[src/rtl/sam_decoder_p.sv]
`default_nettype none
// +----------------------------------------------------------------------------+
// | Module   : sam_decoder_p                                                   |
// | Purpose  : serial-configured majority decoder emitting masked key words    |
// | Revision : 1.0  initial release                                            |
// +----------------------------------------------------------------------------+
module sam_decoder_p #(
  parameter int KEY_W      = 32,
  parameter int N_W        = 4,
  parameter int MIN_PERIOD = 10,
  parameter int MAX_PERIOD = 60,
  parameter int CNT_W      = 6
) (
  input  logic             clk,
  input  logic             reset,
  input  logic             mode,
  input  logic             str,
  output logic [KEY_W-1:0] msg,
  output logic             msg_valid,
  input  logic             msg_ready,
  output logic             bit_out,
  output logic             frame,
  output logic             configured,
  output logic             overflow,
  output logic             timeout
);

  localparam int               c_LOG     = $clog2(KEY_W);
  localparam int               c_LW      = $clog2(KEY_W + 1);
  localparam int               c_CW      = $clog2(KEY_W + N_W + 1);
  localparam logic [CNT_W-1:0] c_CNT_MAX = '1;
  localparam logic [CNT_W-1:0] c_MIN     = CNT_W'(MIN_PERIOD);
  localparam logic [CNT_W-1:0] c_MAX     = CNT_W'(MAX_PERIOD);

  typedef enum logic [2:0] {
    S_CFG_N    = 3'd0,
    S_CFG_KEY  = 3'd1,
    S_CFG_MASK = 3'd2,
    S_SYNC     = 3'd3,
    S_RX       = 3'd4,
    S_RESYNC   = 3'd5
  } state_t;

  state_t           r_state, w_next;
  logic [N_W-1:0]   r_n;
  logic [KEY_W-1:0] r_d, r_caps;
  logic [c_CW-1:0]  r_cfg_cnt;
  logic [CNT_W-1:0] r_period, r_ones, r_zeros;
  logic             r_prev;

  logic [c_LW-1:0]  w_len;
  logic [KEY_W-1:0] w_mask, w_word;
  logic             w_cfg_last, w_run, w_edge, w_qual, w_tout, w_bit;

  function automatic logic [CNT_W-1:0] sat_inc(input logic [CNT_W-1:0] v);
    return (v == c_CNT_MAX) ? v : v + CNT_W'(1);
  endfunction

  always_comb begin
    w_len      = (int'(r_n) >= c_LOG) ? c_LW'(KEY_W) : (c_LW'(1) << r_n);
    w_mask     = ~({KEY_W{1'b1}} << w_len);
    w_cfg_last = (r_state == S_CFG_N) ? (r_cfg_cnt == c_CW'(N_W - 1))
                                      : (r_cfg_cnt == c_CW'(w_len) - c_CW'(1));
    w_run      = !mode && (r_state == S_SYNC || r_state == S_RX || r_state == S_RESYNC);
    w_edge     = !r_prev && str;
    w_qual     = w_run && (r_state == S_RX) && w_edge && (r_period >= c_MIN);
    w_tout     = w_run && (r_state == S_RX) && !w_qual && (r_period == c_MAX);
    w_bit      = r_ones > r_zeros;
    w_word     = (w_bit ? (~r_d | r_caps) : (r_d | r_caps)) & w_mask;
  end

  always_comb begin
    w_next = r_state;
    case (r_state)
      S_CFG_N:    if (mode && w_cfg_last) w_next = S_CFG_KEY;
      S_CFG_KEY:  if (mode && w_cfg_last) w_next = S_CFG_MASK;
      S_CFG_MASK: if (mode && w_cfg_last) w_next = S_SYNC;
      S_SYNC, S_RESYNC: begin
        if (mode)        w_next = S_CFG_N;
        else if (w_edge) w_next = S_RX;
      end
      S_RX: begin
        if (mode)        w_next = S_CFG_N;
        else if (w_tout) w_next = S_RESYNC;
      end
      default:           w_next = S_CFG_N;
    endcase
  end

  always_ff @(posedge clk or negedge reset) begin
    if (!reset) r_state <= S_CFG_N;
    else        r_state <= w_next;
  end

  always_ff @(posedge clk or negedge reset) begin
    if (!reset) begin
      r_n        <= '0;
      r_d        <= '0;
      r_caps     <= '0;
      r_cfg_cnt  <= '0;
      r_period   <= '0;
      r_ones     <= '0;
      r_zeros    <= '0;
      r_prev     <= 1'b0;
      configured <= 1'b0;
      timeout    <= 1'b0;
    end else begin
      timeout <= 1'b0;
      case (r_state)
        S_CFG_N, S_CFG_KEY, S_CFG_MASK: begin
          if (mode) begin
            r_cfg_cnt <= w_cfg_last ? '0 : r_cfg_cnt + c_CW'(1);
            if (r_state == S_CFG_N) begin
              r_n <= {r_n[N_W-2:0], str};
              if (w_cfg_last) begin
                r_d    <= '0;
                r_caps <= '0;
              end
            end else if (r_state == S_CFG_KEY) begin
              r_d <= {r_d[KEY_W-2:0], str};
            end else begin
              r_caps <= {r_caps[KEY_W-2:0], str};
              if (w_cfg_last) begin
                configured <= 1'b1;
                r_prev     <= 1'b0;
              end
            end
          end
        end
        default: begin
          // The mode=1 cycle that aborts reception is a restart trigger, not a config bit.
          if (mode) begin
            configured <= 1'b0;
            r_cfg_cnt  <= '0;
            r_period   <= '0;
            r_ones     <= '0;
            r_zeros    <= '0;
            r_prev     <= 1'b0;
          end else begin
            r_prev <= str;
            if (r_state != S_RX) begin
              if (w_edge) begin
                r_period <= CNT_W'(1);
                r_ones   <= CNT_W'(1);
                r_zeros  <= '0;
              end
            end else if (w_qual) begin
              r_period <= CNT_W'(1);
              r_ones   <= CNT_W'(1);
              r_zeros  <= '0;
            end else if (w_tout) begin
              timeout <= 1'b1;
            end else begin
              r_period <= sat_inc(r_period);
              if (str) r_ones  <= sat_inc(r_ones);
              else     r_zeros <= sat_inc(r_zeros);
            end
          end
        end
      endcase
    end
  end

  // One-entry output buffer; a word arriving while full and not popped is lost.
  always_ff @(posedge clk or negedge reset) begin
    if (!reset) begin
      msg       <= '0;
      msg_valid <= 1'b0;
      bit_out   <= 1'b0;
      frame     <= 1'b0;
      overflow  <= 1'b0;
    end else begin
      frame <= w_qual;
      if (w_qual) begin
        if (!msg_valid || msg_ready) begin
          msg       <= w_word;
          bit_out   <= w_bit;
          msg_valid <= 1'b1;
        end else begin
          overflow <= 1'b1;
        end
      end else if (msg_valid && msg_ready) begin
        msg_valid <= 1'b0;
      end
    end
  end

endmodule
`default_nettype wire
[config.mk]
export PLATFORM = sky130hd
export DESIGN_NAME = sam_decoder_p
export DESIGN_NICKNAME = d
export VERILOG_FILES = /design/src/rtl/sam_decoder_p.sv
export SDC_FILE = /design/constraint.sdc
export NUM_CORES = 1
export LEC_CHECK = 0
export BUFFER_PORTS_ARGS = -buffer_cell sky130_fd_sc_hd__buf_2
export CAP_MARGIN = 20
export CORE_AREA = 2 2 118 120
export DETAILED_ROUTE_END_ITERATION = 7
export DIE_AREA = 0 0 120 122
export PLACE_DENSITY = 0.72
export SLEW_MARGIN = 20
export SYNTH_ARGS = -nofsm -noshare
export SYNTH_HDL_FRONTEND = slang
export SYNTH_SLANG_ARGS = --single-unit
[constraint.sdc]
create_clock -name clk -period 6.2 [get_ports clk]
set_input_delay 1.24 -clock clk [delete_from_list [all_inputs] [get_ports clk]]
set_output_delay 1.24 -clock clk [all_outputs]
set_load 0.02 [all_outputs]
==> results of run 1 <==
## how the worst min path moves through the flow
stage	from	endpoint	slack [ps]	depth (start not counted)
after floorplan	r_zeros[4]	r_zeros[4]	470	1
after global placement	overflow	overflow	460	1
after detailed placement	overflow	overflow	470	1
after CTS	overflow	overflow	480	1
after global routing	overflow	overflow	500	1
final	overflow	overflow	470	1
## worst max-delay path: stages, from the launching register on
cell,delay [ps]
sky130_fd_sc_hd__dfrtp_1,490
sky130_fd_sc_hd__or2_1,330
sky130_fd_sc_hd__nor2_1,240
sky130_fd_sc_hd__nand2_1,140
sky130_fd_sc_hd__ha_1,260
sky130_fd_sc_hd__xnor2_1,170
sky130_fd_sc_hd__a2111oi_2,400
sky130_fd_sc_hd__o221ai_2,270
sky130_fd_sc_hd__nor2_4,740
sky130_fd_sc_hd__buf_12,350
sky130_fd_sc_hd__o21ai_0,160
## cells by family (layout without fill, tap and decap cells)
| group | after synthesis | count (layout) | share of synthesized area [%] |
|---|---|---|---|
| xor+xnor | 39 | 39 | 4.818 |
| mux | 7 | 7 | 1.036 |
| fa+ha+maj | 15 | 15 | 2.590 |
| compound gates | 264 | 264 | 25.61 |
| flops | 134 | 134 | 46.28 |
| buf+inv | 70 | 106 | 5.198 |
| simple gates | 209 | 209 | 14.47 |
## power breakdown
part	internal, uW	switching (uW)	total, uW
Combinational	558	665	1220
Sequential	1060	295	1360
Clock	722	385	1110
## routing by layer
metal  global-route usage, %  wire length (microns)
met1                   32.74                   7787
met2                   40.38                   8330
met3                   5.103                    964
met4                   9.191                    242
met5                       0                      0
## cell usage after synthesis, types with 11 or more instances
library cell,count
sky130_fd_sc_hd__dfrtp_1,134
sky130_fd_sc_hd__nand2b_1,34
sky130_fd_sc_hd__ha_1,15
sky130_fd_sc_hd__a21oi_1,30
sky130_fd_sc_hd__nand2_1,67
sky130_fd_sc_hd__o21ai_2,50
sky130_fd_sc_hd__o21ai_0,59
sky130_fd_sc_hd__xnor2_1,32
sky130_fd_sc_hd__nand3_1,17
sky130_fd_sc_hd__inv_1,20
sky130_fd_sc_hd__nor2_1,45
sky130_fd_sc_hd__a22oi_1,79
sky130_fd_sc_hd__buf_2,11
sky130_fd_sc_hd__clkbuf_1,31
## flip-flops by register name (all words and copies together), names as in the netlist
signal	flops
bit_out	1
configured	1
frame	1
msg	32
msg_valid	1
overflow	1
r_caps	32
r_cfg_cnt	6
r_d	32
r_n	4
r_ones	6
r_period	6
r_prev	1
r_state	3
r_zeros	6
timeout	1
## layout make-up
type | instances | area [sq um] | area share [%]
multi-input combinational | 534 | 3532 | 43.36
sequential | 134 | 3353 | 41.16
clock buffer | 19 | 442.9 | 5.437
timing repair buffer | 53 | 311.5 | 3.824
tap | 180 | 225.2 | 2.765
clock inverter | 13 | 202.7 | 2.488
inverter | 21 | 78.83 | 0.9676
## stage by stage
step | cells | total power [uW] | util (%)
2_1_floorplan | 738 | 2307 | -
3_3_place_gp | 922 | 2513 | 55.55
3_5_place_dp | 922 | 2576 | 55.55
6_report | 954 | 3689 | 60.33
4_1_cts | 954 | 3686 | 60.33
5_1_grt | 954 | 3898 | 60.33
==> run_results.csv, run 1 <==
group,metric,value,unit
timing,hold_viol_final,0,
clocking,postCtsSetupBuffers,0,
logic_synthesis,synth_sequential_area_ratio,46.28,%
logic_synthesis,number_of_flops_mapped_to_enable_cells_by_yosys,0,
floorplanning,fp.dieH,122,microns
worst_setup_path,crit_path_start,"r_n[3]",
floorplanning,io-pin-count,43,
logic_synthesis,nets_in_the_synthesized_netlist,758,
grt,grt-ovfl-total,0,
worst_setup_path,timing.rr.end,"r_caps[18]",
clocking,clkLatencyLatePin,420,ps
logic_synthesis,synthesis.yosys.warnings,0,
clocking,cts_root_buffer,"sky130_fd_sc_hd__clkbuf_16",
worst_setup_path,reg2reg_from,"r_n[3]",
worst_setup_path,worstPathRequired,6490,ps
place,gp_routability_congestion,0.8607,
clocking,cts_buf_count,17,
grt,grt_first_pass_wirelength,28650,microns
grt,antenna_found_initial,0,
cells_and_area,post_route_cells_drive_above_1_share,19.38,%
clocking,clkSlewWorstSetupHoldPaths,60,ps
cells_and_area,layout.nets,781,
timing,worstMarginPinSlew,874.3,ps
pwr,total_leakage_power,0.003617,uW
logic_synthesis,synth_area_per_cell,9.818,sq um
worst_setup_path,r2r.worst_path.cells,10,
worst_hold_path,worstHoldPathType,"flop to flop",
worst_setup_path,worst-endpoint-arrival,4040,ps
place,port_buffers,42,
detailed_routing,wirelength,17330,microns
pwr,power.density,452.9,nW/um^2
detailed_routing,drt-vias-per-instance,6.130,
timing,max_freq,266.4,MHz
clocking,cts_max_level,4,
cells_and_area,stdcell_area,8147,sq um
grt,first_global_vias,5652,
clocking,clkSinkCount,134,
worst_setup_path,worstPathMaxFanout,43,
timing,worst_hold_slack,468.5,ps
logic_synthesis,synth_top_flop_cell,"sky130_fd_sc_hd__dfrtp_1",
detailed_routing,route.detailed.wl_per_inst,18.16,microns
clocking,tritoncts,"yes",
detailed_routing,detailroute.via_count,5848,
timing,setup_viol,0,
cells_and_area,area_growth_syn_to_layout,12.43,%
detailed_routing,drt-initial-drc-count,506,
floorplanning,dieArea,14640,sq um
place,dpl-instance-area,7501,sq um
timing,totalNegativeSetupSlack,0,ps
timing,fin_crit,3754,ps
outcome,status,"finished, final reports clean",
logic_synthesis,yosys-top-cells-area,"sky130_fd_sc_hd__dfrtp_1, sky130_fd_sc_hd__a22oi_1, sky130_fd_sc_hd__o21ai_2",
worst_setup_path,cp-start-kind,"flop",
pwr,max-vdd-ir-drop,217.7,uV
worst_setup_path,timing.critical_path.to,"r_caps[18]",
logic_synthesis,netlist.area_leader.share,46.28,%
cells_and_area,most_common_cell_after_layout_fill_and_taps_aside,"sky130_fd_sc_hd__dfrtp_1",
logic_synthesis,synth-seq-cells,134,
worst_setup_path,worst_case_register_to_register_setup_slack,2450,ps
logic_synthesis,number_of_cells_produced_by_synthesis,738,
grt,globalRouteTotalUtil,24.75,%
logic_synthesis,ys_async_sr_fraction,100.0,%
timing,timing_max_transition_violations_final,0,
timing,slew_headroom,41.32,%
floorplanning,placementRows,43,
timing,unrepaired_setup_endpoints_after_global_routing,"no",
cells_and_area,final.fill_count,1122,
floorplanning,die_width,120,microns
timing,layout_worst_path_cycle_share,60.54,%
timing,finalClockSkew,7.220,ps
place,post-dp-hpwl,10790,microns
worst_setup_path,crit_path_end_kind,"flop",
flow_run,maxCapViolations,0,
logic_synthesis,yosys.area.top_type,"sky130_fd_sc_hd__dfrtp_1",
cells_and_area,antenna_cells_inserted,0,
grt,grt_max_degree,81,
detailed_routing,drt_drc_violations_left,0,
logic_synthesis,ys_types,60,
timing,final_critical_path_setup_slack,2446,ps
clocking,cts_resized,0,
clocking,clock_path_buffers,2,
clocking,cts-hold-fix-buffers,0,
detailed_routing,drt_first_pass_iters,5,
detailed_routing,route.antenna.remaining_nets,0,
logic_synthesis,netlist_area,7246,sq um
floorplanning,fp.coreArea,13500,sq um
worst_setup_path,critPathKind,"flop to flop",
cells_and_area,layout_common_cells,"sky130_fd_sc_hd__dfrtp_1, sky130_fd_sc_hd__a22oi_1, sky130_fd_sc_hd__nand2_1",
floorplanning,initial_utilization,53.66,%
place,place_worst_setup_slack,2480,ps
Note: power is estimated with default switching activity, not from simulation.
==> inputs of run 2 (changes only) <==
Settings changed: ABC_AREA from default to 1.
Clock period 6.2 ns to 3.6 ns, I/O delays scaled along.
==> run 2 against run 1 <==
Against the previous run: flip-flop and latch count is the same; utilization decreased by 0.28 points; first-iteration DRC count fell by 21%; maximum frequency rose by 34%; design area down 0.46%; largest cell class unchanged; worst setup slack worse by 1700 ps; area after synthesis increased by 0.10%; die area did not move; count of clock-buffer cells in the layout increased by 6; largest power group is now combinational logic.
==> run_results.csv, run 2 <==
group,metric,value,unit
outcome,status,"finished, final reports clean",
logic_synthesis,netlist_area,7253,sq um
logic_synthesis,synth_sequential_area_ratio,46.23,%
timing,timing_max_transition_violations_final,0,
pwr,max-vdd-ir-drop,372.2,uV
logic_synthesis,ys_types,35,
worst_setup_path,max_stage_delay,420,ps
logic_synthesis,synth-seq-cells,134,
clocking,clkSlewWorstSetupHoldPaths,50,ps
floorplanning,fp.coreArea,13500,sq um
worst_setup_path,worst-endpoint-arrival,3100,ps
timing,totalNegativeSetupSlack,0,ps
cells_and_area,antenna_cells_inserted,0,
clocking,clock_path_buffers,2,
grt,grt_max_degree,74,
clocking,clkLatencyLatePin,410,ps
detailed_routing,wirelength,14160,microns
cells_and_area,post_route_cells_drive_above_1_share,26.68,%
grt,antenna_found_initial,0,
detailed_routing,route.detailed.wl_per_inst,13.40,microns
worst_setup_path,path_cells,"inv_2, nand2_4, nor2_1, inv_1, nor2_1, inv_1, ha_1, nand2_1, a21oi_1, nand2_1, nor2_4, nand3_4, nand2_4, nand2_4, buf_12, nand2_2, o21ai_2",
logic_synthesis,netlist.area_leader.share,46.23,%
timing,fin_crit,2806,ps
timing,finalClockSkew,8.720,ps
pwr,total_leakage_power,0.003904,uW
pwr,power.density,703.3,nW/um^2
clocking,postCtsSetupBuffers,0,
clocking,cts_max_level,4,
cells_and_area,layout_common_cells,"sky130_fd_sc_hd__nand2_1, sky130_fd_sc_hd__dfrtp_1, sky130_fd_sc_hd__nand2_2, sky130_fd_sc_hd__o21ai_2, sky130_fd_sc_hd__inv_1",
worst_setup_path,crit_path_end_kind,"flop",
logic_synthesis,synth_top_flop_cell,"sky130_fd_sc_hd__dfrtp_1",
place,post-dp-hpwl,9557,microns
cells_and_area,multiInputGateArea,3435,sq um
worst_hold_path,worstHoldPathType,"input pin to asynchronous set/reset pin",
timing,slew_headroom,55.68,%
detailed_routing,detailroute.via_count,5475,
worst_setup_path,worstPathMaxFanout,33,
cells_and_area,utilization_after_layout,60.05,%
clocking,tritoncts,"yes",
logic_synthesis,number_of_flops_mapped_to_enable_cells_by_yosys,0,
clocking,cts-hold-fix-buffers,0,
logic_synthesis,yosys.area.top_type,"sky130_fd_sc_hd__dfrtp_1",
logic_synthesis,number_of_cells_produced_by_synthesis,834,
timing,worst_hold_slack,312.2,ps
place,port_buffers,42,
timing,unrepaired_setup_endpoints_after_global_routing,"no",
worst_setup_path,worstPathRequired,3900,ps
grt,grt_first_pass_wirelength,25010,microns
pwr,post-layout-total-power,5703,uW
detailed_routing,drt_drc_violations_left,0,
logic_synthesis,ys_async_sr_fraction,100.0,%
clocking,cts_resized,0,
clocking,cts_buf_count,17,
floorplanning,fp.dieH,122,microns
grt,grt-ovfl-total,0,
detailed_routing,drt-vias-per-instance,5.180,
timing,max_freq,356.4,MHz
logic_synthesis,yosys.cell_count.top_type,"sky130_fd_sc_hd__nand2_1",
worst_setup_path,critPathSlowestCell,"sky130_fd_sc_hd__dfrtp_1",
logic_synthesis,synthesis.yosys.warnings,0,
cells_and_area,final.fill_count,1177,
place,place_worst_setup_slack,813.3,ps
cells_and_area,area_growth_syn_to_layout,11.80,%
cells_and_area,most_common_cell_after_layout_fill_and_taps_aside,"sky130_fd_sc_hd__nand2_1",
floorplanning,dieArea,14640,sq um
timing,layout_worst_path_cycle_share,77.94,%
place,gp_routability_congestion,0.8320,
timing,setup_viol,0,
timing,hold_viol_final,0,
worst_setup_path,cp-start-kind,"flop",
logic_synthesis,yosys-top-cells-count,"sky130_fd_sc_hd__nand2_1, sky130_fd_sc_hd__dfrtp_1, sky130_fd_sc_hd__o21ai_2, sky130_fd_sc_hd__nand2_2, sky130_fd_sc_hd__inv_1",
cells_and_area,layout.nets,887,
clocking,cts_root_buffer,"sky130_fd_sc_hd__clkbuf_16",
cells_and_area,layout_top_registers,"msg: 32 flops, r_caps: 32 flops, r_d: 32 flops",
floorplanning,io-pin-count,43,
detailed_routing,route.antenna.remaining_nets,0,
floorplanning,initial_utilization,53.71,%
clocking,clkSinkCount,134,
worst_setup_path,cp_most_frequent_cell,"sky130_fd_sc_hd__nand2_4",
floorplanning,die_width,120,microns
timing,worstMarginPinSlew,662.4,ps
worst_setup_path,critPathKind,"flop to flop",
grt,first_global_vias,5320,
grt,globalRouteTotalUtil,21.29,%
detailed_routing,drt-initial-drc-count,401,
cells_and_area,seqCellArea,3353,sq um
logic_synthesis,yosys-top-cells-area,"sky130_fd_sc_hd__dfrtp_1, sky130_fd_sc_hd__nand2_1, sky130_fd_sc_hd__o21ai_2",
logic_synthesis,nets_in_the_synthesized_netlist,854,
timing,final_critical_path_setup_slack,794.1,ps
flow_run,maxCapViolations,0,
floorplanning,placementRows,43,
detailed_routing,drt_first_pass_iters,4,
logic_synthesis,synth_area_per_cell,8.697,sq um
## run 2: changes by cell type after synthesis, sizes merged, moves of 9 or more
| cell | change |
|---|---|
| a22oi | -79 |
| clkbuf | -15 |
| inv | +38 |
| nand2 | +205 |
| nand2b | -34 |
| nand3 | +19 |
| nor3b | +9 |
| o21ai | +14 |
| o21bai | +13 |
| xnor2 | -31 |
| xor2 | +9 |
## run 2: layout make-up
cell class,count,share of cell area (%)
timing repair buffer,51,3.811
multi-input combinational,604,42.35
clock inverter,4,0.8641
clock buffer,25,6.110
sequential,134,41.35
tap,180,2.777
inverter,59,2.731
## run 2: worst paths after layout
| path | from | end | slack (ps) | cells past startpoint |
|---|---|---|---|---|
| setup / recovery | r_n[2] | r_caps[29] | 790 | 17 |
| max in group asynchronous | reset | r_state[1] | 2480 | 2 |
| hold / removal | reset | r_d[7] | 310 | 1 |
| hold reg to reg | msg[1] | msg[1] | 470 | 2 |
| setup reg to reg | r_n[2] | r_caps[29] | 790 | 17 |
| min in group clk | msg[1] | msg[1] | 470 | 2 |
## run 2: logic make-up after synthesis
family                   count (synthesis)  synth area share (%)
XOR/XNOR                                17                 2.053
AO/OA/AOI/OAI                          182                 16.37
buffers and inverters                   96                 6.451
AND/OR/NAND/NOR                        390                 26.31
adder cells (fa/ha/maj)                 15                 2.588
flip-flops                             134                 46.23
## run 2: routing by layer
layer	up-vias	part of all wire (%)	track usage (%)
met4	0	2.5	9.044
met3	28	2.8	3.745
met5	-	0	0
li1	2789	-	-
met2	83	46	34.20
met1	2575	48	28.58
## run 2: worst max-delay path, delay by kind of cell, from the launching register on
kind / cells / cell delay (ps)
DFF: 1 / 420
buffers and inverters: 4 / 550
AOI/OAI and AO/OA: 2 / 180
adders and majority gates: 1 / 290
and+or+nand+nor: 10 / 1220
## run 2: power by group
| group | switching (uW) | leakage (uW) | internal, uW |
|---|---|---|---|
| clock | 594 | 0.000279 | 1080 |
| combinational | 1560 | 0.00183 | 688 |
| sequential | 145 | 0.00180 | 1640 |
## run 2: stage by stage
step                      instance area [sq um]  instances
after floorplan                            7253        834
after global placement                     7543       1028
after detailed placement                   7543       1028
after CTS                                  8109       1057
after global routing                       8109       1057
final                                      8109       1057
==> inputs of run 3 (changes only) <==
Clock period 3.6 ns to 2.6 ns, I/O delays scaled along.
==> run 3 against run 2 <==
Against the previous run: worst hold slack better by 100 ps; clock power rose by 49%; critical path depth down 1; maximum frequency rose by 16%; utilization increased by 1.5 points; combinational power increased by 46%; total power increased by 44%; global-route usage up 0.38 points; count of clock-buffer cells in the layout down 6; wire length is 5.0% higher; register-to-register slack got worse by 610 ps; critical path type unchanged; largest cell class unchanged; largest power group unchanged; highest routed layer unchanged.
==> run_results.csv, run 3 (same netlist as run 2, synthesis figures left out) <==
group,metric,value,unit
floorplanning,fp.coreArea,13500,sq um
timing,layout_worst_path_cycle_share,92.82,%
place,port_buffers,42,
timing,setup_viol,0,
clocking,clkLatencyLatePin,420,ps
grt,globalRouteTotalUtil,21.67,%
pwr,post-layout-total-power,8222,uW
place,gp_routability_congestion,0.8631,
worst_hold_path,worstHoldPathType,"input pin to flop",
floorplanning,io-pin-count,43,
timing,final_critical_path_setup_slack,186.6,ps
clocking,cts_root_buffer,"sky130_fd_sc_hd__clkbuf_16",
timing,fin_crit,2413,ps
detailed_routing,wirelength,14870,microns
clocking,clkSinkCount,134,
cells_and_area,area_growth_syn_to_layout,14.56,%
floorplanning,dieArea,14640,sq um
worst_setup_path,timing.rr.end,"r_caps[29]",
clocking,tritoncts,"yes",
floorplanning,placementRows,43,
timing,totalNegativeSetupSlack,0,ps
floorplanning,initial_utilization,53.71,%
detailed_routing,detailroute.via_count,5590,
worst_setup_path,worst_case_register_to_register_setup_slack,190,ps
detailed_routing,drt_first_pass_iters,5,
clocking,clock_path_buffers,2,
timing,finalClockSkew,10.07,ps
floorplanning,fp.dieH,122,microns
worst_setup_path,crit_path_start,"r_n[2]",
grt,grt_first_pass_wirelength,25490,microns
grt,grt_max_degree,64,
worst_hold_path,hold_path.startpoint,"msg_ready",
pwr,power.density,989.5,nW/um^2
flow_run,maxCapViolations,0,
place,placed_cells_incl_taps,1037,
clocking,cts_buf_count,17,
detailed_routing,route.detailed.wl_per_inst,13.88,microns
worst_setup_path,crit_path_end_kind,"flop",
cells_and_area,final_instance_count_without_filler_cells,1071,
worst_hold_path,hold_path_depth,4,
worst_setup_path,reg2reg_from,"r_n[2]",
timing,worst_hold_slack,413.9,ps
clocking,clkSlewWorstSetupHoldPaths,60,ps
clocking,cts_max_level,4,
worst_setup_path,worstPathMaxFanout,19,
timing,worstMarginPinSlew,633.7,ps
timing,timing_max_transition_violations_final,0,
place,place_worst_setup_slack,68.57,ps
timing,slew_headroom,57.75,%
grt,antenna_found_initial,0,
worst_setup_path,worstPathRequired,2940,ps
pwr,total_leakage_power,0.004002,uW
worst_setup_path,critPathKind,"flop to flop",
worst_hold_path,hold_end,"msg_valid",
outcome,status,"finished, final reports clean",
cells_and_area,layout.nets,898,
detailed_routing,drt_drc_violations_left,0,
pwr,max-vdd-ir-drop,595.0,uV
place,post-dp-hpwl,9829,microns
timing,unrepaired_setup_endpoints_after_global_routing,"no",
worst_setup_path,worst-endpoint-arrival,2750,ps
cells_and_area,layout_top_registers,"msg: 32 flops, r_caps: 32 flops, r_d: 32 flops",
worst_setup_path,cp-start-kind,"flop",
cells_and_area,layout_common_cells,"sky130_fd_sc_hd__nand2_1, sky130_fd_sc_hd__dfrtp_1, sky130_fd_sc_hd__nand2_2, sky130_fd_sc_hd__o21ai_2, sky130_fd_sc_hd__inv_1",
grt,grt-ovfl-total,0,
grt,first_global_vias,5354,
cells_and_area,most_common_cell_after_layout_fill_and_taps_aside,"sky130_fd_sc_hd__nand2_1",
detailed_routing,drt-initial-drc-count,344,
detailed_routing,drt-vias-per-instance,5.219,
floorplanning,die_width,120,microns
detailed_routing,route.antenna.remaining_nets,0,
cells_and_area,antenna_cells_inserted,0,
timing,max_freq,414.4,MHz
cells_and_area,post_route_cells_drive_above_1_share,28.40,%
timing,hold_viol_final,0,
worst_setup_path,r2r.worst_path.cells,16,
[run 3: cell types whose count changed in the layout (fill, tap and decap cells not counted), sizes merged]
cell / delta
dlygate4sd3: +1
clkbuf: -5
clkinvlp: +1
buf: +9
bufinv: +1
inv: +4
clkinv: +3
[run 3: metal layers]
| metal | global-route usage (%) | part of all wire (%) | vias up | routed length (microns) |
|---|---|---|---|---|
| li1 | - | - | 2817 | - |
| met1 | 29.04 | 46 | 2657 | 6873 |
| met2 | 35.26 | 49 | 101 | 7314 |
| met3 | 5.337 | 3.5 | 15 | 526 |
| met4 | 5.956 | 1.0 | 0 | 151 |
| met5 | 0 | 0 | - | 0 |
[run 3: per-stage QoR]
step	util (%)	cell area, sq um
6_report	61.53	8309
5_1_grt	61.53	8309
4_1_cts	61.15	8258
3_5_place_dp	56.55	7636
3_3_place_gp	56.55	7636
2_1_floorplan	-	7253
[run 3: repair_timing]
action                                  4_1_cts  5_1_grt
gates resized for setup                       0        7
endpoints found under the setup margin        0       64
hold buffers                                  1        0
buffers inserted                              0        0
hold endpoints to repair                     17        0
[run 3: layout make-up]
type	instances	area [sq um]
timing repair buffer	62	456.7
clock buffer	19	442.9
sequential	134	3354
fill	1160	5195
tap	180	225.2
inverter	59	221.5
multi-input combinational	604	3440
clock inverter	13	168.9
[run 3: worst max-delay path by stage]
stage                  to  slack, ps
6_report       r_caps[29]        190
5_1_grt           r_d[20]          3
4_1_cts         r_caps[6]         50
3_5_place_dp    r_caps[6]         70
3_3_place_gp    r_caps[7]        210
2_1_floorplan  r_caps[22]        330
[run 3: power breakdown]
group	total, uW	leakage, uW	switching [uW]	internal (uW)
Clock	2480	0.000299	931	1550
Combinational	3270	0.00191	2210	1060
Sequential	2470	0.00180	201	2270
[run 3: worst max-delay path, stage by stage, from the launching register on]
cell                        delay [ps]
sky130_fd_sc_hd__dfrtp_2           440
sky130_fd_sc_hd__inv_2              80
sky130_fd_sc_hd__nand2_4            90
sky130_fd_sc_hd__nor2_2            110
sky130_fd_sc_hd__inv_1              50
sky130_fd_sc_hd__nor2_2            100
sky130_fd_sc_hd__inv_1              80
sky130_fd_sc_hd__ha_1              290
sky130_fd_sc_hd__nand2_1            50
sky130_fd_sc_hd__a21oi_1           130
sky130_fd_sc_hd__nand2_1           110
sky130_fd_sc_hd__nor2_4            110
sky130_fd_sc_hd__nand3_4           120
sky130_fd_sc_hd__nand2_4            90
sky130_fd_sc_hd__nand2_4           100
sky130_fd_sc_hd__clkbuf_16         240
sky130_fd_sc_hd__o21ai_2           140
